==> config.mk <==
export PLATFORM = sky130hd
export DESIGN_NAME = i2c_fifo_ctrl
export DESIGN_NICKNAME = d
export VERILOG_FILES = /design/src/rtl/i2c_fifo_ctrl.sv
export SDC_FILE = /design/constraint.sdc
export NUM_CORES = 1
export LEC_CHECK = 0
export ABC_CLOCK_PERIOD_IN_PS = 3300
export BUFFER_PORTS_ARGS = -buffer_cell sky130_fd_sc_hd__buf_4
export CAP_MARGIN = 20
export CORE_ASPECT_RATIO = 2
export CORE_MARGIN = 3
export CORE_UTILIZATION = 30
export CTS_CLUSTER_DIAMETER = 40
export CTS_CLUSTER_SIZE = 14
export DETAILED_ROUTE_END_ITERATION = 10
export GPL_TIMING_DRIVEN = 0
export PLACE_DENSITY = 0.76
export SKIP_LAST_GASP = 1
export SYNTH_ARGS = -nofsm -noshare
export SYNTH_HDL_FRONTEND = slang
export SYNTH_SLANG_ARGS = --single-unit
==> constraint.sdc <==
create_clock -name i_clock -period 3.3 [get_ports i_clock]
set_input_delay 0.33 -clock i_clock [delete_from_list [all_inputs] [get_ports i_clock]]
set_output_delay 0.33 -clock i_clock [all_outputs]
set_load 0.03 [all_outputs]
==> src/rtl/i2c_fifo_ctrl.sv <==
// Pointer/flag controller for the I2C TX/RX FIFOs; drives an external dual-port RAM.
// Optional sticky overflow/underflow flags: define I2C_FIFO_CTRL_ERR_EN.
module i2c_fifo_ctrl #(
    parameter int DWIDTH    = 32,
    parameter int AWIDTH    = 4,
    parameter int AF_MARGIN = 2,
    parameter int AE_MARGIN = 2
) (
    input  logic              i_clock,
    input  logic              i_reset,
    input  logic              i_flush,
    input  logic              i_push,
    input  logic [DWIDTH-1:0] i_push_data,
    input  logic              i_pop,
    output logic [DWIDTH-1:0] o_pop_data,
    output logic              o_pop_valid,
    output logic              o_ram_wr_en,
    output logic [AWIDTH-1:0] o_ram_wr_addr,
    output logic [DWIDTH-1:0] o_ram_wr_data,
    output logic              o_ram_rd_en,
    output logic [AWIDTH-1:0] o_ram_rd_addr,
    input  logic [DWIDTH-1:0] i_ram_rd_data,
    output logic [AWIDTH:0]   o_count,
    output logic              o_full,
    output logic              o_empty,
    output logic              o_almost_full,
    output logic              o_almost_empty,
    output logic              o_overflow,
    output logic              o_underflow,
    input  logic              i_err_clr
);

    localparam int              DEPTH    = 1 << AWIDTH;
    localparam logic [AWIDTH:0] C_DEPTH  = (AWIDTH+1)'(DEPTH);
    localparam logic [AWIDTH:0] C_ONE    = (AWIDTH+1)'(1);
    // Margins that reach past the FIFO size pin the flag permanently on.
    localparam logic [AWIDTH:0] C_AF_LVL = (AF_MARGIN >= DEPTH) ? '0 : (AWIDTH+1)'(DEPTH - AF_MARGIN);
    localparam logic [AWIDTH:0] C_AE_LVL = (AE_MARGIN >= DEPTH) ? C_DEPTH : (AWIDTH+1)'(AE_MARGIN);

    logic [AWIDTH:0] r_wr_ptr;
    logic [AWIDTH:0] r_rd_ptr;
    logic            r_pop_valid;
    logic [AWIDTH:0] w_count;
    logic            w_full;
    logic            w_empty;
    logic            w_push_acc;
    logic            w_pop_acc;

    assign w_count    = r_wr_ptr - r_rd_ptr;
    assign w_full     = (w_count == C_DEPTH);
    assign w_empty    = (w_count == '0);
    assign w_push_acc = i_push & ~w_full & ~i_flush;
    assign w_pop_acc  = i_pop & ~w_empty & ~i_flush;

    assign o_ram_wr_en    = w_push_acc;
    assign o_ram_wr_addr  = r_wr_ptr[AWIDTH-1:0];
    assign o_ram_wr_data  = i_push_data;
    assign o_ram_rd_en    = w_pop_acc;
    assign o_ram_rd_addr  = r_rd_ptr[AWIDTH-1:0];
    assign o_pop_data     = i_ram_rd_data;
    assign o_pop_valid    = r_pop_valid;

    assign o_count        = w_count;
    assign o_full         = w_full;
    assign o_empty        = w_empty;
    assign o_almost_full  = (w_count >= C_AF_LVL);
    assign o_almost_empty = (w_count <= C_AE_LVL);

    // Pointer stage: the wrap bit falls out of the AWIDTH+1 bit increment.
    always_ff @(posedge i_clock or posedge i_reset) begin
        if (i_reset) begin
            r_wr_ptr    <= '0;
            r_rd_ptr    <= '0;
            r_pop_valid <= 1'b0;
        end else if (i_flush) begin
            r_wr_ptr    <= '0;
            r_rd_ptr    <= '0;
            r_pop_valid <= 1'b0;
        end else begin
            if (w_push_acc) r_wr_ptr <= r_wr_ptr + C_ONE;
            if (w_pop_acc)  r_rd_ptr <= r_rd_ptr + C_ONE;
            r_pop_valid <= w_pop_acc;
        end
    end

`ifdef I2C_FIFO_CTRL_ERR_EN
    logic r_overflow;
    logic r_underflow;

    // A new error event wins over a same-cycle clear.
    always_ff @(posedge i_clock or posedge i_reset) begin
        if (i_reset) begin
            r_overflow  <= 1'b0;
            r_underflow <= 1'b0;
        end else begin
            if (i_push & w_full & ~i_flush)  r_overflow <= 1'b1;
            else if (i_err_clr)              r_overflow <= 1'b0;
            if (i_pop & w_empty & ~i_flush)  r_underflow <= 1'b1;
            else if (i_err_clr)              r_underflow <= 1'b0;
        end
    end

    assign o_overflow  = r_overflow;
    assign o_underflow = r_underflow;
`else
    logic w_unused_err_clr;

    assign w_unused_err_clr = i_err_clr;
    assign o_overflow       = 1'b0;
    assign o_underflow      = 1'b0;
`endif

endmodule

==> results list <==
* First-pass GRT wire length: 5589 um
- Setup repair after global routing left no endpoint under its margin.
- Levels on crit path: 11
- The share of total power dissipated in the clock network is 8.8%.
- Max-cap violations: 0
* Standard-cell rows: 35
- Family with the most delay on the worst path: compound AO/OA/AOI/OAI gates
- By instance count, the cell type seen most on the critical path is inv_1.
- Placement-stage cell area: 2176 sq um
- CP cell instances: inv_1 -> ha_1 -> inv_1 -> fa_1 -> a21o_2 -> a21oi_2 -> xor2_2 -> inv_2 -> a21boi_2 -> nor2b_1 -> buf_4
- I/O pin count: 156
* Longest Clk Path Bufs: 2
- Period Utilization, post-route: 93.52%
- VDD sags by at most 0.4685 mV.
- The post-route netlist has 71.54% of its cells at a drive strength greater than 1.
- Cell internal pwr: 713.0 uW
- Lkg Pwr: 0.001238 uW
* Fraction of the yosys area taken by sequential cells: 19.16%
- At the worst endpoint, the required time is 2.97 ns.
* Data arrival time of the critical path: 2.76 ns
* Final estimated routing congestion in global placement: 0.7284
* Number of DRC markers after the initial detailed-route iteration: 7
- From bottom edge to top edge, the die measures 103.9 um.
- The portion of synthesized area spent on multiplexers is 8.711%.
* Worst stage delay on the critical path: 0.45 ns
- Cell at the root of the clock tree: clkbuf_8
* HPWL Detailed: 3513 um
* Total CTS buffers: 3
- Core region area: 4598 sq um
- Power spread over the standard cell area amounts to 664.9 nW/um^2.
- Once detail routing completed, the nets flagged for antenna violations numbered 0.
* Count of input and output buffers: 88
- Number of iterations in the first detailed-routing pass: 4
* Master of the slowest instance on the critical path: fa_1
* CTS tree: yes
- After synthesis, the largest family of logic cells by area is buffers and inverters.
- The share of total power dissipated in sequential elements is 12.5%.
- Counting cells, the worst reg-to-reg path comes to 9.
- 0 antenna diodes ended up in the layout.
* Instance count of the mapped netlist: 166
* Number of levels in the clock H-tree: 1
- Final worst clock skew: 0.001880 ns
- The initial antenna violation count is 0.
- Syn_area_per_cell: 8.653 sq um
- Commonest non-fill, non-tap cell in the layout: buf_4
- In this run the horizontal extent of the chip is 54.93 um.
- Per-cell routed wire length: 12.50 um
- The synthesized netlist devotes 11.85% of its cell area to simple gates.
- Global routing used 13.05% of the available tracks.
* Result of the run: finished, final reports clean
* Vias in the first global route: 1330
* Buffer and inverter count on the worst path: 4
- STA classifies the critical path startpoint as a register.
- Clock sink count: 11
* Maximum clock frequency: 324.0 MHz
- Finished Cell Area: 2242 sq um
- In the routed layout, each cell is associated on average with a via count of 4.308.
- In the layout the commonest cells are buf_4, nor2_1, dfrtp_1.
- Class of the tightest hold or removal check: in2async
- Element type at the critical path end: primary output
- Area of the die: 5705 sq um
* Count of unresolved DRC violations after routing: 0
- Detailed-route via count: 1357
- After Yosys synthesis, full adders, half adders and majority gates account for 6.620% of the synthesized area.
* Final period demand of the worst path: 3.086 ns
- The count of final hold-check violations was 0.
- The setup path with the least slack is of type reg2out.
- DRT Wirelength: 3936 um
- #FFs+latches synth: 11
* Share of the synthesized area in compound gates (AO/OA/AOI/OAI): 8.362%
- Number of setup violations in the final report: 0
* Initial standard-cell utilization of the core: 31.24%
- Summing every instance area after synthesis gives 1436 sq um.
- Combinational Power Share: 78.7%
- The synthesized netlist devotes 3.484% of its cell area to XOR and XNOR gates.
- After clock tree synthesis, the clock-pin slew on the worst setup and hold paths is 0.05 ns.
- During synthesis, Yosys emitted a total of 0 warnings.
- Number of pins exceeding their max-slew limit in the final report: 0
- Adding up every negative setup slack in the final design gives 0 ns.
- Entering global routing, the biggest net connects 12 pins.
- Final nets: 338
- Net switching is 52.17% of the power.
* Worst skew pair latency: 0.23 ns
* Synthesis-to-layout area growth: 56.10%
* Distinct cell type count of the synthesized netlist: 30
- Remaining Overflow, GRT: 0
- Crit-path max FO: 8
- The analysis attributes to net switching a power of 777.8 uW.
[flip-flops by register name, indices dropped and copies added, names as in the netlist]
signal,count
o_pop_valid,1
r_wr_ptr,5
r_rd_ptr,5
[cells by family after synthesis]
| kind of cell | Yosys count |
|---|---|
| XOR/XNOR | 4 |
| flip-flops | 11 |
| other | 1 |
| AND/OR/NAND/NOR | 33 |
| multiplexers | 11 |
| AO/OA/AOI/OAI | 14 |
| adder cells (fa/ha/maj) | 7 |
| buffers and inverters | 85 |
[metal layers]
metal  part of all wire, %  track usage, %  vias to the layer above
met3                    16           2.152                        4
li1                      -               -                      646
met1                    24           10.24                      589
met4                   1.1           5.391                        0
met5                     0               0                        -
met2                    59           26.86                      118
[what timing repair did]
item / in CTS / in global routing
setup buffers: 0 / 1
hold buffers: 0 / 0
endpoints found under the hold margin: 0 / 0
resized for setup: 0 / 2
setup endpoints to repair: 0 / 4
[synthesized netlist by cell type]
library cell,instances,share of area (%)
fa_1,1,1.4
nor3_1,2,0.70
nor4_1,2,0.87
dfrtp_1,11,19
nand4_1,3,1.3
nor2b_1,7,3.0
a31o_2,1,0.61
a21oi_1,6,2.1
nand2b_1,4,1.7
inv_1,8,2.1
mux2_2,7,5.5
o21ai_0,1,0.35
mux2i_1,2,1.4
inv_2,1,0.26
a2111oi_0,1,0.61
a21oi_2,1,0.61
mux2_4,1,1.0
ha_1,6,5.2
a21o_2,1,0.61
a21boi_2,2,1.6
or3_2,1,0.52
xnor2_1,2,1.2
a2111oi_4,1,1.9
buf_4,74,39
conb_1,1,0.26
clkbuf_1,2,0.52
mux2_1,1,0.78
xor2_2,2,2.3
nor2_1,11,2.9
nand2_1,3,0.78
[final cells by class]
cell class	count	area [sq um]
Buffer	76	563.0
Clock buffer	4	45.04
Fill cell	453	2356
Inverter	9	33.78
Multi-Input combinational cell	71	588.1
Sequential cell	11	275.3
Tap cell	55	68.82
Timing Repair Buffer	89	668.1
[per-stage QoR]
step / setup WS, ns / util [%] / power [uW] / cells / hold slack [ns]
floorplan: 0.2191 / - / 1002 / 167 / 0.1824
global placement: 0.2924 / 47.32 / 1338 / 310 / 0.3520
detailed placement: 0.2677 / 47.32 / 1352 / 310 / 0.3537
CTS: 0.008528 / 48.30 / 1491 / 314 / 0.1007
global route: 0.05498 / 48.76 / 1589 / 315 / 0.1144
finish: 0.2139 / 48.76 / 1491 / 315 / 0.08741
[worst paths after layout]
| kind | endpoint | slack (ns) | start |
|---|---|---|---|
| min in group i_clock | r_rd_ptr[0] | 0.50 | i_flush |
| setup reg to reg | r_rd_ptr[4] | 0.63 | r_wr_ptr[0] |
| setup / recovery | o_ram_wr_en | 0.21 | r_wr_ptr[0] |
| hold reg to reg | r_rd_ptr[1] | 0.65 | r_rd_ptr[1] |
| hold / removal | r_wr_ptr[0] | 0.09 | i_reset |
| max in group asynchronous | o_pop_valid | 2.92 | i_reset |
[worst register-to-register path, stage by stage, from the launching register on]
cell and delay, ns:
dfrtp_1 0.42, inv_1 0.11, ha_1 0.17, inv_1 0.05
fa_1 0.45, xor2_4 0.24, nor4_1 0.07, mux2_4 0.34
a2111oi_4 0.36, mux2_1 0.35
[power by group through the flow]
stage	clock, uW	sequential [uW]	combinational, uW
3_3_place_gp	0	189	1150
4_1_cts	137	187	1170
3_5_place_dp	0	189	1160
2_1_floorplan	0	188	814
6_report	131	186	1170
5_1_grt	144	192	1250
Power figures use the tool's default switching activity.
